<file path="src/rtl/blast_pkg.sv">
// Shared types and constants for the multi-channel blast controller.
package blast_pkg;

    localparam int unsigned COORD_W = 11;

    typedef enum logic [1:0] {
        S_IDLE    = 2'd0,
        S_EXPLODE = 2'd1,
        S_FADE    = 2'd2
    } blast_st_t;

    localparam logic signed [COORD_W-1:0] OFFSCREEN_X = 11'sd640;
    localparam logic signed [COORD_W-1:0] OFFSCREEN_Y = 11'sd480;

endpackage

</file>
<file path="src/rtl/blast_multi_if.sv">
// Bomb-controller request bus and per-channel blast outputs.
// Optional BLAST_FADE_EN adds the per-channel fading vector.
interface blast_multi_if #(
    parameter int unsigned N_CH  = 4,
    parameter int unsigned RAD_W = 2
);
    import blast_pkg::*;

    logic                       OneSecPulse;
    logic                       startOfFrame;
    logic                       blast;
    logic [RAD_W-1:0]           blastRadius;
    logic [COORD_W-1:0]         bomb_topLeftX;
    logic [COORD_W-1:0]         bomb_topLeftY;

    logic signed [COORD_W-1:0]  topLeftX [N_CH];
    logic signed [COORD_W-1:0]  topLeftY [N_CH];
    logic [RAD_W-1:0]           radius   [N_CH];
    logic [N_CH-1:0]            explode;
    logic                       anyExplode;
    logic                       full;
    logic                       dropped;
`ifdef BLAST_FADE_EN
    logic [N_CH-1:0]            fading;
`endif

    modport master (
        output OneSecPulse, startOfFrame, blast, blastRadius, bomb_topLeftX, bomb_topLeftY,
        input  topLeftX, topLeftY, radius, explode, anyExplode, full, dropped
`ifdef BLAST_FADE_EN
        , input fading
`endif
    );

    modport slave (
        input  OneSecPulse, startOfFrame, blast, blastRadius, bomb_topLeftX, bomb_topLeftY,
        output topLeftX, topLeftY, radius, explode, anyExplode, full, dropped
`ifdef BLAST_FADE_EN
        , output fading
`endif
    );

endinterface

</file>
<file path="src/rtl/blast_slot.sv">
// One blast channel: idle/explode(/fade) FSM, second and frame counters, registered outputs.
// With BLAST_FADE_EN the channel lingers in S_FADE for FADE_FRM frames after exploding.
module blast_slot
    import blast_pkg::*;
#(
    parameter int unsigned RAD_W      = 2,
    parameter int unsigned BLAST_SECS = 1
`ifdef BLAST_FADE_EN
    , parameter int unsigned FADE_FRM = 8
`endif
) (
    input  logic                      clk,
    input  logic                      reset,
    input  logic                      one_sec,
`ifdef BLAST_FADE_EN
    input  logic                      sof,
    output logic                      fading_c,
`endif
    input  logic                      arm,
    input  logic signed [COORD_W-1:0] arm_x,
    input  logic signed [COORD_W-1:0] arm_y,
    input  logic [RAD_W-1:0]          arm_r,
    output logic                      idle_c,
    output logic signed [COORD_W-1:0] top_left_x,
    output logic signed [COORD_W-1:0] top_left_y,
    output logic [RAD_W-1:0]          radius,
    output logic                      explode
);

    localparam int unsigned SEC_W = 4;

    blast_st_t                 state_q, state_d;
    logic [SEC_W-1:0]          sec_cnt_q, sec_cnt_d;
    logic signed [COORD_W-1:0] x_d, y_d;
    logic [RAD_W-1:0]          r_d;
    logic                      explode_d;

`ifdef BLAST_FADE_EN
    localparam int unsigned FADE_W = $clog2(FADE_FRM + 1);
    logic [FADE_W-1:0]         fade_cnt_q, fade_cnt_d;

    assign fading_c = (state_q == S_FADE);
`endif

    assign idle_c = (state_q == S_IDLE);

    // State, counters and outputs register
    always_ff @(posedge clk) begin
        if (reset) begin
            state_q    <= S_IDLE;
            sec_cnt_q  <= '0;
            top_left_x <= OFFSCREEN_X;
            top_left_y <= OFFSCREEN_Y;
            radius     <= RAD_W'(1);
            explode    <= 1'b0;
`ifdef BLAST_FADE_EN
            fade_cnt_q <= '0;
`endif
        end else begin
            state_q    <= state_d;
            sec_cnt_q  <= sec_cnt_d;
            top_left_x <= x_d;
            top_left_y <= y_d;
            radius     <= r_d;
            explode    <= explode_d;
`ifdef BLAST_FADE_EN
            fade_cnt_q <= fade_cnt_d;
`endif
        end
    end

    // Next state and next output values
    always_comb begin
        state_d   = state_q;
        sec_cnt_d = sec_cnt_q;
        x_d       = top_left_x;
        y_d       = top_left_y;
        r_d       = radius;
        explode_d = explode;
`ifdef BLAST_FADE_EN
        fade_cnt_d = fade_cnt_q;
`endif
        case (state_q)
            S_IDLE: begin
                if (arm) begin
                    state_d   = S_EXPLODE;
                    sec_cnt_d = '0;
                    x_d       = arm_x;
                    y_d       = arm_y;
                    r_d       = arm_r;
                    explode_d = 1'b1;
                end
            end
            S_EXPLODE: begin
                if (one_sec) begin
                    if (sec_cnt_q == SEC_W'(BLAST_SECS - 1)) begin
                        explode_d = 1'b0;
`ifdef BLAST_FADE_EN
                        state_d    = S_FADE;
                        fade_cnt_d = '0;
`else
                        state_d = S_IDLE;
                        x_d     = OFFSCREEN_X;
                        y_d     = OFFSCREEN_Y;
`endif
                    end else begin
                        sec_cnt_d = sec_cnt_q + SEC_W'(1);
                    end
                end
            end
            S_FADE: begin
`ifdef BLAST_FADE_EN
                if (sof) begin
                    if (fade_cnt_q == FADE_W'(FADE_FRM - 1)) begin
                        state_d = S_IDLE;
                        x_d     = OFFSCREEN_X;
                        y_d     = OFFSCREEN_Y;
                    end else begin
                        fade_cnt_d = fade_cnt_q + FADE_W'(1);
                    end
                end
`else
                state_d = S_IDLE;
                x_d     = OFFSCREEN_X;
                y_d     = OFFSCREEN_Y;
`endif
            end
            default: begin
                state_d   = S_IDLE;
                explode_d = 1'b0;
                x_d       = OFFSCREEN_X;
                y_d       = OFFSCREEN_Y;
            end
        endcase
    end

endmodule

</file>
<file path="src/rtl/blast_multi.sv">
// Multi-channel blast controller: edge-detects blast requests and hands each to the lowest idle channel.
// Define BLAST_FADE_EN to add a post-explosion fade phase and the fading output.
module blast_multi
    import blast_pkg::*;
#(
    parameter int unsigned N_CH       = 4,
    parameter int unsigned RAD_W      = 2,
    parameter int unsigned BLAST_SECS = 1,
    parameter int unsigned TILE       = 32,
    parameter int unsigned FADE_FRM   = 8
) (
    input  logic         clk,
    input  logic         reset,
    blast_multi_if.slave bus
);

    logic                      blast_q;
    logic                      req;
    logic                      dropped_q;
    logic [N_CH-1:0]           idle_c;
    logic [N_CH-1:0]           arm;
    logic [N_CH-1:0]           explode_v;
    logic [RAD_W-1:0]          rad_eff;
    logic [COORD_W-1:0]        offset;
    logic signed [COORD_W-1:0] arm_x, arm_y;
    logic signed [COORD_W-1:0] x_v [N_CH];
    logic signed [COORD_W-1:0] y_v [N_CH];
    logic [RAD_W-1:0]          r_v [N_CH];

`ifndef BLAST_FADE_EN
    localparam int unsigned unused_fade_frm = FADE_FRM;
    logic unused_sof;
    assign unused_sof = bus.startOfFrame;
`endif

    // Edge detect and drop pulse
    always_ff @(posedge clk) begin
        if (reset) begin
            blast_q   <= 1'b0;
            dropped_q <= 1'b0;
        end else begin
            blast_q   <= bus.blast;
            dropped_q <= req & ~(|idle_c);
        end
    end

    assign req = bus.blast & ~blast_q;

    // Isolate the lowest idle channel; frees this cycle are not yet visible in idle_c
    assign arm = req ? (idle_c & (~idle_c + N_CH'(1))) : '0;

    assign rad_eff = (bus.blastRadius == '0) ? RAD_W'(1) : bus.blastRadius;
    assign offset  = COORD_W'(rad_eff) * COORD_W'(TILE);
    assign arm_x   = $signed(bus.bomb_topLeftX - offset);
    assign arm_y   = $signed(bus.bomb_topLeftY - offset);

    for (genvar g = 0; g < N_CH; g++) begin : g_slot
        blast_slot #(
            .RAD_W      (RAD_W),
            .BLAST_SECS (BLAST_SECS)
`ifdef BLAST_FADE_EN
            , .FADE_FRM (FADE_FRM)
`endif
        ) u_slot (
            .clk        (clk),
            .reset      (reset),
            .one_sec    (bus.OneSecPulse),
`ifdef BLAST_FADE_EN
            .sof        (bus.startOfFrame),
            .fading_c   (bus.fading[g]),
`endif
            .arm        (arm[g]),
            .arm_x      (arm_x),
            .arm_y      (arm_y),
            .arm_r      (rad_eff),
            .idle_c     (idle_c[g]),
            .top_left_x (x_v[g]),
            .top_left_y (y_v[g]),
            .radius     (r_v[g]),
            .explode    (explode_v[g])
        );

        assign bus.topLeftX[g] = x_v[g];
        assign bus.topLeftY[g] = y_v[g];
        assign bus.radius[g]   = r_v[g];
    end

    assign bus.explode    = explode_v;
    assign bus.anyExplode = |explode_v;
    assign bus.full       = ~(|idle_c);
    assign bus.dropped    = dropped_q;

endmodule

</file>
<file path="src/flat_wrapper.sv">
// flat-port wrapper written by rule: the top's interface ports become plain ports
module blast_multi_flat import blast_pkg::*;
#(
    parameter int unsigned N_CH       = 4,
    parameter int unsigned RAD_W      = 2,
    parameter int unsigned BLAST_SECS = 1,
    parameter int unsigned TILE       = 32,
    parameter int unsigned FADE_FRM   = 8
)
  (clk, reset, bus_OneSecPulse, bus_startOfFrame, bus_blast, bus_blastRadius, bus_bomb_topLeftX, bus_bomb_topLeftY, bus_topLeftX, bus_topLeftY, bus_radius, bus_explode, bus_anyExplode, bus_full, bus_dropped);
  blast_multi_if #(.N_CH(N_CH), .RAD_W(RAD_W)) bus_i ();
  input  logic clk;
  input  logic reset;
  input wire logic [$bits(bus_i.OneSecPulse)-1:0] bus_OneSecPulse;
  input wire logic [$bits(bus_i.startOfFrame)-1:0] bus_startOfFrame;
  input wire logic [$bits(bus_i.blast)-1:0] bus_blast;
  input wire logic [$bits(bus_i.blastRadius)-1:0] bus_blastRadius;
  input wire logic [$bits(bus_i.bomb_topLeftX)-1:0] bus_bomb_topLeftX;
  input wire logic [$bits(bus_i.bomb_topLeftY)-1:0] bus_bomb_topLeftY;
  output wire logic [$bits(bus_i.topLeftX)-1:0] bus_topLeftX;
  output wire logic [$bits(bus_i.topLeftY)-1:0] bus_topLeftY;
  output wire logic [$bits(bus_i.radius)-1:0] bus_radius;
  output wire logic [$bits(bus_i.explode)-1:0] bus_explode;
  output wire logic [$bits(bus_i.anyExplode)-1:0] bus_anyExplode;
  output wire logic [$bits(bus_i.full)-1:0] bus_full;
  output wire logic [$bits(bus_i.dropped)-1:0] bus_dropped;
  assign bus_i.OneSecPulse = bus_OneSecPulse;
  assign bus_i.startOfFrame = bus_startOfFrame;
  assign bus_i.blast = bus_blast;
  assign bus_i.blastRadius = bus_blastRadius;
  assign bus_i.bomb_topLeftX = bus_bomb_topLeftX;
  assign bus_i.bomb_topLeftY = bus_bomb_topLeftY;
  assign bus_topLeftX = {>>{bus_i.topLeftX}};
  assign bus_topLeftY = {>>{bus_i.topLeftY}};
  assign bus_radius = {>>{bus_i.radius}};
  assign bus_explode = bus_i.explode;
  assign bus_anyExplode = bus_i.anyExplode;
  assign bus_full = bus_i.full;
  assign bus_dropped = bus_i.dropped;
  blast_multi #(.N_CH(N_CH), .RAD_W(RAD_W), .BLAST_SECS(BLAST_SECS), .TILE(TILE), .FADE_FRM(FADE_FRM)) u_core (.clk(clk), .reset(reset), .bus(bus_i));
endmodule
</file>
<file path="config.mk">
export PLATFORM = sky130hd
export DESIGN_NAME = blast_multi_flat
export DESIGN_NICKNAME = d
export VERILOG_FILES = /design/src/rtl/blast_pkg.sv /design/src/rtl/blast_multi_if.sv /design/src/rtl/blast_slot.sv /design/src/rtl/blast_multi.sv /design/src/flat_wrapper.sv
export SDC_FILE = /design/constraint.sdc
export NUM_CORES = 1
export LEC_CHECK = 0
export ABC_AREA = 1
export BUFFER_PORTS_ARGS = -buffer_cell sky130_fd_sc_hd__buf_2
export CORE_ASPECT_RATIO = 0.7
export CORE_MARGIN = 2
export CORE_UTILIZATION = 35
export CTS_CLUSTER_DIAMETER = 60
export DETAILED_ROUTE_END_ITERATION = 7
export REMOVE_ABC_BUFFERS = 1
export SYNTH_ARGS = -nofsm -noshare
export SYNTH_HDL_FRONTEND = slang
export SYNTH_SLANG_ARGS = --single-unit
</file>
<file path="constraint.sdc">
create_clock -name clk -period 6.5 [get_ports clk]
set_clock_uncertainty 0.15 [all_clocks]
set_input_delay 0.325 -clock clk [delete_from_list [all_inputs] [get_ports clk]]
set_output_delay 0.325 -clock clk [all_outputs]
set_load 0.01 [all_outputs]
</file>
==> results.ini <==
[sta]
relSlewSlack_pct = 31.9
tns_ns = 0
max_freq_mhz = 416
grt_setup_unrepaired = no
worst_pin_slew_ns = 1.02
finalWorstSetupSlack_ns = 4.09
setup_viol = 0
finalHoldViolCount = 0
finalCriticalPeriod_ns = 2.41
fin_crit_sh_pct = 37.0
hold_ws_ns = 0.0116
drv_slew = 0

[placement]
placed_area_um2 = 5690
place_inst = 933
dpl.hpwl_um = 9330
port_buffers = 130
preCtsSetupSlack_ns = 3.87
routabilityCongestion = 0.843

[clock_network]
tritoncts = done
postCtsSetupBuffers = 0
clkTransAtPathRegs_ns = 0.06
max-clock-path-buffers = 2
clk_latency_ns = 0.41
cts_root_buffer = clkbuf_16
cts_buffers = 17
clock_sinks = 118
cts_resized = 0
hold_buffers = 0
h-tree-depth = 4

[synth]
syn_area_um2 = 5030
synth-simple-area-share_pct = 27.0
synth_mux_area_share_pct = 0
ys_types = 34
ys_seq_area_share_pct = 46.9
synth_top_cell_by_area = dfxtp_1
synth_area_leaders = dfxtp_1 47%, nand2_1 13%, a21oi_1 7.9%
synth_xor_area_share_pct = 1.22
synth-compound-area-share_pct = 12.3
ys_ff_latch = 118
synthCells = 648
synth_top_area_share_pct = 46.9
syn_area_per_cell_um2 = 7.77
synth_warnings = 0
synth_adder_area_share_pct = 3.78
synth_top_family_by_area = simple AND/OR/NAND/NOR gates

[setup_path]
cpPeakStageDelay_ns = 0.74
worstSetupPathType = flop to flop
required_ns = 6.64
path_cells = inv_1 > ha_1 > nand2_1 > nand2_1 > nand3_1 > nand2_1 > o21ai_0 > nand3_1
worst_setup_path_end_kind = flop
cpMostUsedCell = nand2_1
cp_max_fo = 23
arrival_ns = 2.54
slowest_stage = nand3_1
start_kind = flop

[power]
p_seq_share_pct = 40.0
p_per_area_nw_per_um2 = 299
p_sw_uw = 457
total_power_mw = 1.88
comb_power_share_pct = 7.5
leakage_nw = 2.74
peakVddDrop_uv = 174
power_frac_clock_pct = 52.5
power.internal_mw = 1.43
switching_share_pct = 24.3

[die]
core_um2 = 14000
die_x_um = 147
start_util_pct = 36.1
dieArea_um2 = 15400
pin_count = 132
rows = 36
die_y_um = 104

[final_layout]
layout_commonest_cell = nand2_1
fin_util_pct = 45.2
regArea_um2 = 2360
nNetsFinal = 805
fin_area_um2 = 6310
instances_no_fill = 965
diodes = 0
n_fill_cell = 1434
multi_input_area_um2 = 2230
final_cell_mix = 176 x nand2_1, 130 x buf_2, 118 x dfxtp_1
syn_to_final_growth_pct = 25.2
post_route_cells_drive_above_1_share_pct = 24.1

[job]
drv_cap = 0

[drt]
firstDrtPassIters = 4
via_count = 4699
wl_met1_um = 7230
via_per_inst = 4.87
ant_nets = 0
met2_length_um = 5920
drc = 0
wl_um = 14200
top_layer = met4
first_iter_violations = 273
wire_per_inst_um = 14.7
wl_met3_um = 952

[global_route]
grt_max_degree = 82
grt_pass1_vias = 4141
track_usage_pct = 18.6
antenna_found_initial = 0
grt_pass1_wl_um = 22400
grt_overflow = 0

[hold_path]
hold_path_class = input port to flop

[outcome]
status = finished clean

## routing by layer
layer	vias up	track usage, %
met2	136	26.0
li1	2372	-
met3	10	5.92
met4	0	4.95
met1	2181	27.3
met5	-	0
## power groups by stage
stage	registers [mW]	clock network, mW	logic, mW
floorplan	0.775	0	0.0682
global placement	0.769	0	0.141
detailed placement	0.769	0	0.142
CTS	0.753	0.999	0.142
global route	0.755	1.04	0.156
finish	0.754	0.989	0.141
## synthesized netlist by cell type, drive strengths merged
master,number
nand2,182
dfxtp,118
a21oi,82
nand3,76
inv,49
nor2,33
buf,23
o22ai,17
o21ai,15
clkbuf,14
nand4,13
ha,12
xnor2,5
fa,2
xor2,2
a31oi,1
nor3,1
nor4,1
o21bai,1
or2,1
## cell type report
| cell class | instances | share of cell area, % |
|---|---|---|
| Sequential cell | 118 | 37.5 |
| Inverter | 49 | 3.08 |
| Multi-Input combinational cell | 444 | 35.4 |
| Clock inverter | 13 | 2.86 |
| Tap cell | 190 | 3.77 |
| Clock buffer | 19 | 6.87 |
| Timing Repair Buffer | 132 | 10.6 |
## flip-flops by register name (all words and copies together) (netlist names)
name / cells
u_core.g_slot.u_slot.sec_cnt_q: 16
u_core.g_slot.u_slot.radius: 8
u_core.g_slot.u_slot.top_left_x: 44
u_core.bus.dropped: 1
u_core.g_slot.u_slot.explode: 2
u_core.g_slot.u_slot.state_q: 2
u_core.g_slot.u_slot.top_left_y: 44
u_core.blast_q: 1
## cell families (layout without fill, tap and decap cells)
logic type / Yosys count / in the layout
AND/OR/NAND/NOR: 307 / 307
flip-flops: 118 / 118
adder cells (fa/ha/maj): 14 / 14
XOR/XNOR: 7 / 7
AO/OA/AOI/OAI: 116 / 116
buffers and inverters: 86 / 213
## critical path: cells and delay by family (launching register included)
family	cells	cell delay, ns
and+or+nand+nor	5	1.28
DFF	1	0.41
adders and majority gates	1	0.19
buffers and inverters	1	0.07
AOI/OAI and AO/OA	1	0.18
## worst paths after layout
kind	depth (start not counted)	slack [ns]	from	endpoint
worst max-delay path	8	4.09	u_core.g_slot[3].u_slot.sec_cnt_q[0]	u_core.g_slot[3].u_slot.top_left_y[7]
worst min-delay path	3	0.01	bus_blast	u_core.bus.dropped
worst min register to register	2	0.31	u_core.g_slot[1].u_slot.top_left_x[0]	u_core.g_slot[1].u_slot.top_left_x[0]
worst max register to register	8	4.09	u_core.g_slot[3].u_slot.sec_cnt_q[0]	u_core.g_slot[3].u_slot.top_left_y[7]
Note: power is estimated with default switching activity, not from simulation.
